==> config.mk <==
export PLATFORM = sky130hd
export DESIGN_NAME = sfx_sequencer
export DESIGN_NICKNAME = d
export VERILOG_FILES = /design/src/rtl/sfx_sequencer.sv
export SDC_FILE = /design/constraint.sdc
export NUM_CORES = 2
export LEC_CHECK = 0
export CORE_ASPECT_RATIO = 1.5
export CORE_MARGIN = 1.5
export CORE_UTILIZATION = 50
export CTS_CLUSTER_DIAMETER = 80
export DETAILED_ROUTE_END_ITERATION = 16
export GPL_TIMING_DRIVEN = 0
export PLACE_DENSITY = 0.75
export SYNTH_ARGS = -nofsm -noshare
export SYNTH_HDL_FRONTEND = slang
export SYNTH_SLANG_ARGS = --single-unit
==> constraint.sdc <==
create_clock -name sys_clk -period 6.3 [get_ports sys_clk]
set_input_delay 1.89 -clock sys_clk [delete_from_list [all_inputs] [get_ports sys_clk]]
set_output_delay 1.89 -clock sys_clk [all_outputs]
set_load 0.02 [all_outputs]
==> src/rtl/sfx_sequencer.sv <==
// sfx_sequencer: multi-event sound-effect engine driving one PWM-gated square-wave pin.
// Each event owns a runtime-loadable step table of {half-period, duration, volume, last}.
// Higher event index preempts lower. Steps play back-to-back with a one-cycle LOAD gap.
// Optional feature: define SFX_LOOP_EN to add per-event loop flags and the cfg_loop port.
module sfx_sequencer #(
    parameter int unsigned NUM_EVENTS = 4,
    parameter int unsigned SEQ_DEPTH  = 16,
    parameter int unsigned HP_W       = 20,
    parameter int unsigned DUR_W      = 8,
    parameter int unsigned PWM_W      = 8,
    parameter int unsigned TICK_DIV   = 100000,
    localparam int unsigned EV_W      = (NUM_EVENTS > 1) ? $clog2(NUM_EVENTS) : 1,
    localparam int unsigned ST_W      = (SEQ_DEPTH > 1) ? $clog2(SEQ_DEPTH) : 1
) (
    input  logic                  sys_clk,
    input  logic                  sys_rst,
    input  logic [NUM_EVENTS-1:0] trig,
    input  logic                  stop,
    input  logic                  cfg_we,
    input  logic [EV_W-1:0]       cfg_event,
    input  logic [ST_W-1:0]       cfg_step,
    input  logic [HP_W-1:0]       cfg_hp,
    input  logic [DUR_W-1:0]      cfg_dur,
    input  logic [PWM_W-1:0]      cfg_vol,
    input  logic                  cfg_last,
`ifdef SFX_LOOP_EN
    input  logic                  cfg_loop,
`endif
    output logic                  tone_out,
    output logic                  busy,
    output logic [EV_W-1:0]       active_event,
    output logic                  done,
    output logic                  dropped
);

    localparam int unsigned ADDR_W  = EV_W + ST_W;
    localparam int unsigned ENTRY_W = HP_W + DUR_W + PWM_W + 1;
    localparam int unsigned PRE_W   = (TICK_DIV > 1) ? $clog2(TICK_DIV) : 1;
    localparam logic [PRE_W-1:0] PRE_MAX  = PRE_W'(TICK_DIV - 1);
    localparam logic [ST_W-1:0]  STEP_MAX = ST_W'(SEQ_DEPTH - 1);

    typedef enum logic [1:0] {StIdle, StLoad, StPlay} state_t;

    state_t              state_q;
    logic [EV_W-1:0]     ev_q;
    logic [ST_W-1:0]     step_q;
    logic [HP_W-1:0]     hc_q;
    logic                phase_q;
    logic [PRE_W-1:0]    pre_q;
    logic [DUR_W-1:0]    tk_q;
    logic [PWM_W-1:0]    pc_q;

    logic [ENTRY_W-1:0]  table_mem [1 << ADDR_W];
    logic [ENTRY_W-1:0]  entry_q;

    logic [HP_W-1:0]     cur_hp;
    logic [DUR_W-1:0]    cur_dur;
    logic [PWM_W-1:0]    cur_vol;
    logic                cur_last;
    logic [DUR_W-1:0]    dur_max;
    logic                tick_end;
    logic                step_end;
    logic                seq_end;
    logic                loop_hit;
    logic                trig_any;
    logic                trig_take;
    logic [EV_W-1:0]     trig_win;

    // Step table: synchronous write, read only during LOAD so the working copy stays frozen
    // for the whole step; a same-cycle write to the read address returns the old entry.
    always_ff @(posedge sys_clk) begin
        if (cfg_we) begin
            table_mem[{cfg_event, cfg_step}] <= {cfg_hp, cfg_dur, cfg_vol, cfg_last};
        end
        if (state_q == StLoad) begin
            entry_q <= table_mem[{ev_q, step_q}];
        end
    end

    assign cur_hp   = entry_q[ENTRY_W-1 -: HP_W];
    assign cur_dur  = entry_q[1 + PWM_W +: DUR_W];
    assign cur_vol  = entry_q[1 +: PWM_W];
    assign cur_last = entry_q[0];

`ifdef SFX_LOOP_EN
    logic [NUM_EVENTS-1:0] loop_q;

    // Loop flag of an event follows cfg_loop of the latest table write to that event.
    always_ff @(posedge sys_clk) begin
        if (sys_rst) begin
            loop_q <= '0;
        end else if (cfg_we && (32'(cfg_event) < NUM_EVENTS)) begin
            loop_q[cfg_event] <= cfg_loop;
        end
    end

    assign loop_hit = loop_q[ev_q];
`else
    assign loop_hit = 1'b0;
`endif

    // Highest set trigger bit wins; lower bits in the same cycle are discarded.
    always_comb begin
        trig_win = '0;
        for (int unsigned i = 0; i < NUM_EVENTS; i++) begin
            if (trig[i]) begin
                trig_win = EV_W'(i);
            end
        end
    end

    assign trig_any  = |trig;
    assign trig_take = trig_any && ((state_q == StIdle) || (trig_win >= ev_q));

    assign dur_max  = (cur_dur == '0) ? DUR_W'(1) : cur_dur;
    assign tick_end = (pre_q == PRE_MAX);
    assign step_end = tick_end && (tk_q == dur_max - DUR_W'(1));
    assign seq_end  = cur_last || (step_q == STEP_MAX);

    // Sequencer FSM with tone, duration and PWM counters and registered status outputs.
    always_ff @(posedge sys_clk) begin
        if (sys_rst) begin
            state_q <= StIdle;
            ev_q    <= '0;
            step_q  <= '0;
            hc_q    <= '0;
            phase_q <= 1'b0;
            pre_q   <= '0;
            tk_q    <= '0;
            pc_q    <= '0;
            busy    <= 1'b0;
            done    <= 1'b0;
            dropped <= 1'b0;
        end else begin
            pc_q    <= pc_q + PWM_W'(1);
            done    <= 1'b0;
            dropped <= 1'b0;
            if (stop) begin
                state_q <= StIdle;
                busy    <= 1'b0;
            end else if (trig_take) begin
                // Start, preempt or restart: always from step 0 through LOAD.
                ev_q    <= trig_win;
                step_q  <= '0;
                state_q <= StLoad;
                busy    <= 1'b1;
            end else begin
                // Reaching here with a trigger means it lost arbitration.
                dropped <= trig_any;
                unique case (state_q)
                    StIdle: begin
                        busy <= 1'b0;
                    end
                    StLoad: begin
                        state_q <= StPlay;
                        hc_q    <= '0;
                        phase_q <= 1'b1;
                        pre_q   <= '0;
                        tk_q    <= '0;
                    end
                    StPlay: begin
                        pre_q <= tick_end ? '0 : pre_q + PRE_W'(1);
                        if (tick_end) begin
                            tk_q <= tk_q + DUR_W'(1);
                        end
                        if (cur_hp == '0) begin
                            phase_q <= 1'b0;
                            hc_q    <= '0;
                        end else if (hc_q == cur_hp - HP_W'(1)) begin
                            phase_q <= ~phase_q;
                            hc_q    <= '0;
                        end else begin
                            hc_q <= hc_q + HP_W'(1);
                        end
                        if (step_end) begin
                            if (!seq_end) begin
                                step_q  <= step_q + ST_W'(1);
                                state_q <= StLoad;
                            end else if (loop_hit) begin
                                step_q  <= '0;
                                state_q <= StLoad;
                            end else begin
                                state_q <= StIdle;
                                busy    <= 1'b0;
                                done    <= 1'b1;
                            end
                        end
                    end
                    default: begin
                        state_q <= StIdle;
                        busy    <= 1'b0;
                    end
                endcase
            end
        end
    end

    assign active_event = ev_q;

    // Entry into PLAY forces phase high before the new half-period is visible, so a rest
    // step is gated on hp here to stay silent from its very first cycle.
    assign tone_out = (state_q == StPlay) && phase_q && (cur_hp != '0) && (pc_q < cur_vol);

endmodule

# Word-level counts from Yosys, hierarchy flattened
# Memories as Yosys holds them, arrays and structs flattened. A register that Yosys moved wholly into a read port is not among the register bits.
# Index checks and enable logic that the tools add are counted.
[op_classes]
order_cmp = 2
n_eq_ne = 14
n_mux = 29
addsub = 7
n_bitwise = 6
n_reduce_logical = 26
[ops]
columns = ["op", "n"]
rows = [
  ["two-way mux 20 bit", 2],
  ["one-hot mux 20 bit (2 select lines)", 1],
  ["one-hot mux 17 bit (2 select lines)", 1],
  ["adder 20 x 1 -> 20 bit (second input constant)", 1],
  ["equality test 20 bit", 1],
  ["logical NOT 20 bit", 1],
  ["nonzero test 20 bit", 1],
  ["subtractor 20 x 1 -> 20 bit (second input constant)", 1],
  ["adder 17 x 1 -> 17 bit (second input constant)", 1],
  ["equality test 17 bit (second input constant)", 1],
  ["two-way mux 17 bit", 1],
  ["adder 8 x 1 -> 8 bit (second input constant)", 2],
  ["two-way mux 4 bit", 4],
  ["two-way mux 8 bit", 2],
  ["one-hot mux 8 bit (2 select lines)", 1],
  ["AND reduction 4 bit", 3],
  ["two-way mux 1 bit", 11],
  ["inequality test 3 bit (second input constant)", 3],
  ["equality test 8 bit", 1],
  ["logical NOT 8 bit", 1],
  ["less-than comparator 8 bit", 1],
  ["inequality test 2 bit (second input constant)", 4],
  ["subtractor 8 x 1 -> 8 bit (second input constant)", 1],
  ["two-way mux 2 bit", 3],
  ["other kinds (19)", 35],
]
[word_totals]
mem_count = 1
inputBits = 51
out_inout_bits = 6
regBits = 65
mem_bits_rw = 2368
[mem_list]
columns = ["memory", "depth", "word_bits", "rd", "rd_clocked_by_memory_dff", "write_ports", "line", "source"]
rows = [
  ["table_mem", 64, 37, 1, 1, 1, "53", "logic [ENTRY_W-1:0] table_mem [1 << ADDR_W];"],
]

# Longest topological paths before layout
[depth]
word_depth = 8
mapped_depth = 12
mapped_depth_nobuf = 10

# Worst setup path after synthesis
# OpenSTA, ideal clock, no wires.
[synth_path]
path_type = "in2reg"
start = "input port cfg_step[3]"
end = "memory table_mem[48][0] (netlist name), enable pin"
n_path_buf = 1
cell_stages = 4
t_arrival_ps = 4950
slack_ps = 873
path_cell_list = "clkbuf_1 -> nor2b_1 -> nand4b_1 -> nor3_1"
[synth_rtl]
columns = ["item", "line", "source"]
rows = [
  ["from (decl)", "21", "input logic [ST_W-1:0] cfg_step,"],
  ["to (decl)", "53", ""],
]
# No word-level cell before the write port.

==> results.yml <==
final_layout:
  drive_gt1_frac: 0.188
  final_nets: 5209
  syn2layout_area_growth_pct: 13.5
  final_util: 0.572
  instances_no_fill: 7818
  fin_area_um2: 109000
worst_setup_path:
  critPathMostFrequentCell: "buf_1"
  crit_slowest_cell: "buf_1"
  path_delay_family: "buffers and inverters"
  crit_fanout: 10
  arrival_ns: 7.22
  critPathKind: "flop to flop"
  critPathBufInv: 5
  worstPathRequired_ns: 6.88
  worstSetupEndpointType: "flop"
  slowest_delay_ns: 1.03
  start_kind: "flop"
  worstPathCellList: "clkbuf_1 > clkbuf_1 > buf_1 > buf_1 > buf_1 > mux4_2 > o32ai_1 > a21oi_1 > o21ai_0 > o21ai_0"
global_route:
  grt_use_total: 0.288
  antenna_found_initial: 37
  grt_pass1_vias: 52000
  grt_start_max_net_pins: 65
  grt_pass1_wl_um: 390000
  overflow: 0
synth:
  yosysWarnings: 0
  synth_edf_count: 2405
  netlist_area_um2: 95900
  synth_largest_area_cell: "edfxtp_1"
  synth_most_common_cell: "edfxtp_1"
  ys.flop_type: "edfxtp_1"
  synth.avg_cell_area_um2: 20.2
  ys_seq_elements: 2470
  seq_area_frac_synth: 0.767
  synthTopCellsByArea: "edfxtp_1 75%, mux4_2 9.9%, mux2i_1 4.8%"
  synthCells: 4753
  synthArstFlopShare: 0
  synth_nets: 4824
  ys_top_cells_by_count: "2405 x edfxtp_1, 463 x mux2i_1, 422 x mux4_2, 226 x o221ai_1, 161 x clkbuf_1"
  synth_top_area_share: 0.753
  yosysUniqueCellTypes: 69
status:
  outcome: "complete, but fails checks"
  violations: "max-capacitance violations, max-slew violations, negative setup slack"
drt:
  drc: 0
  dr_total_vias: 52500
  ant_nets: 0
  wl_per_cell_um: 36.4
  wl_um: 285000
  drt_first_pass_iters: 8
  via_per_inst: 6.72
  dr.first_iter.drc_count: 7294
place:
  placed_cell_area_um2: 102000
  portBuffers: 52
  gp_congestion: 0.928
  place_hpwl_um: 193000
  dp.cells: 7399
timing:
  tightest_slew_ns: 1.66
  whs_ns: 0.470
  fin_worst_skew_ns: 0.0838
  slew_viol_final: 79
  finalHoldViolCount: 0
  setup_viol: 3
  fin_crit_ns: 6.64
  fmax_mhz: 151
  finalWorstSetupSlack_ns: -0.340
  rsz0062_at_grt: "no"
  max-slew-margin-rel: -0.108
  timing.final.crit_share: 1.05
die:
  ios: 57
  die_y_um: 539
  die_area_um2: 194000
  die_x_um: 361
  floorplan.initialDensity: 0.504
  core_region_area_um2: 190000
  rows: 196
power:
  finalPower_w: 0.0316
  cellPowerDensity_nw_per_um2: 291
  leakagePower_nw: 32.0
  ir_drop_mv: 0.216
job:
  maxCapViolations: 8
clock_tree:
  clk_pin_slew_ns: 0.07
  cts_tree: "done"
  clockRootBuffer: "clkbuf_16"
  postCtsSetupRepairBufs: 0
  clk_latency_ns: 0.90
  htreeDepth: 4
  cts_buffers: 211
  hold_buffers: 0
  clockBufferDepth: 4
  cts.sinks: 2470
worst_hold_path:
  min_path_type: "flop to flop"
-- registers in the layout, summed over array words and instances, names as in the netlist --
| register | flops |
|---|---|
| dropped | 1 |
| hc_q | 20 |
| pre_q | 17 |
| active_event | 2 |
| pc_q | 8 |
| table_mem | 2368 |
| entry_q | 37 |
| tk_q | 8 |
| state_q | 2 |
| phase_q | 1 |
| step_q | 4 |
| busy | 1 |
| done | 1 |
-- placed cells by master (no fill, tap or decap), types with 8 or more instances in the layout --
cell type,n
nor2_1,65
xnor2_1,40
mux2i_1,463
nor3_1,36
clkbuf_1,202
o22ai_1,111
buf_2,78
nor2_4,62
o21ai_0,17
nand2b_1,11
clkinv_1,39
nand2_1,141
xor2_1,39
dfxtp_1,65
mux4_2,422
clkdlybuf4s50_1,15
o221ai_1,226
clkbuf_16,214
or3_1,9
buf_6,10
clkinv_2,36
nand3_1,31
inv_1,28
a211oi_1,16
nor2b_1,8
nand4_1,21
diode_2,44
and3_1,10
buf_12,102
buf_1,59
clkinvlp_4,10
edfxtp_1,2405
a21oi_1,139
bufinv_16,15
ha_1,19
-- where the power goes --
part	internal, W	total [W]	switching (W)	leakage, nW
Combinational	0.000183	0.000724	0.000541	6.63
Clock	0.00687	0.0127	0.00584	3.19
Sequential	0.0181	0.0182	0.0000465	22.2
-- cell families (layout without fill, tap and decap cells) --
kind of cell,count (synthesis),after routing,synth area share
simple gates,446,446,0.0222
flops,2470,2470,0.767
xor+xnor,79,79,0.00722
fa+ha+maj,20,20,0.00261
other cells,0,44,0
mux,886,886,0.148
compound gates,563,563,0.0419
buf+inv,289,835,0.0118
-- final timing paths --
path	cells after the start	startpoint	slack [ns]	endpoint
setup / recovery	10	step_q[1]	-0.34	entry_q[33]
hold / removal	1	pc_q[0]	0.47	pc_q[0]
setup reg to reg	10	step_q[1]	-0.34	entry_q[33]
hold reg to reg	1	pc_q[0]	0.47	pc_q[0]
-- layout make-up --
| class | count | area, um2 |
|---|---|---|
| Clock buffer | 261 | 5540 |
| Buffer | 261 | 1040 |
| Fill cell | 13400 | 81500 |
| Multi-Input combinational cell | 1994 | 21800 |
| Clock inverter | 113 | 1020 |
| Sequential cell | 2470 | 73500 |
| Tap cell | 2475 | 3100 |
| Timing Repair Buffer | 172 | 2660 |
| Inverter | 28 | 105 |
| Antenna cell | 44 | 110 |
-- routing by layer --
layer / routed length [um] / vias up / GRT usage
met3: 29500 / 1044 / 0.0604
met5: 173 / - / 0
met4: 28300 / 26 / 0.247
met1: 87800 / 26900 / 0.320
li1: - / 20700 / -
met2: 139000 / 3846 / 0.475
-- what timing repair did --
item,in CTS,in global routing
cloned,0,0
gates resized for setup,1,2
endpoints found under the setup margin,1,1
pin swaps,0,0
-- worst reg2reg max path: stages (launching register included) --
cell	delay [ns]
dfxtp_1	0.45
clkbuf_1	0.46
clkbuf_1	0.68
buf_1	1.03
buf_1	0.96
buf_1	0.94
mux4_2	0.43
o32ai_1	0.09
a21oi_1	0.34
o21ai_0	0.22
o21ai_0	0.73
-- per-stage QoR --
step | worst slack (ns) | TNS [ns]
floorplan | 0.873 | 0
CTS | 0.0120 | 0
global route | 0.0460 | 0
detailed placement | 0.352 | 0
global placement | -4.11 | -2220.51
finish | -0.340 | -0.620
(Power assumes the default switching activity.)
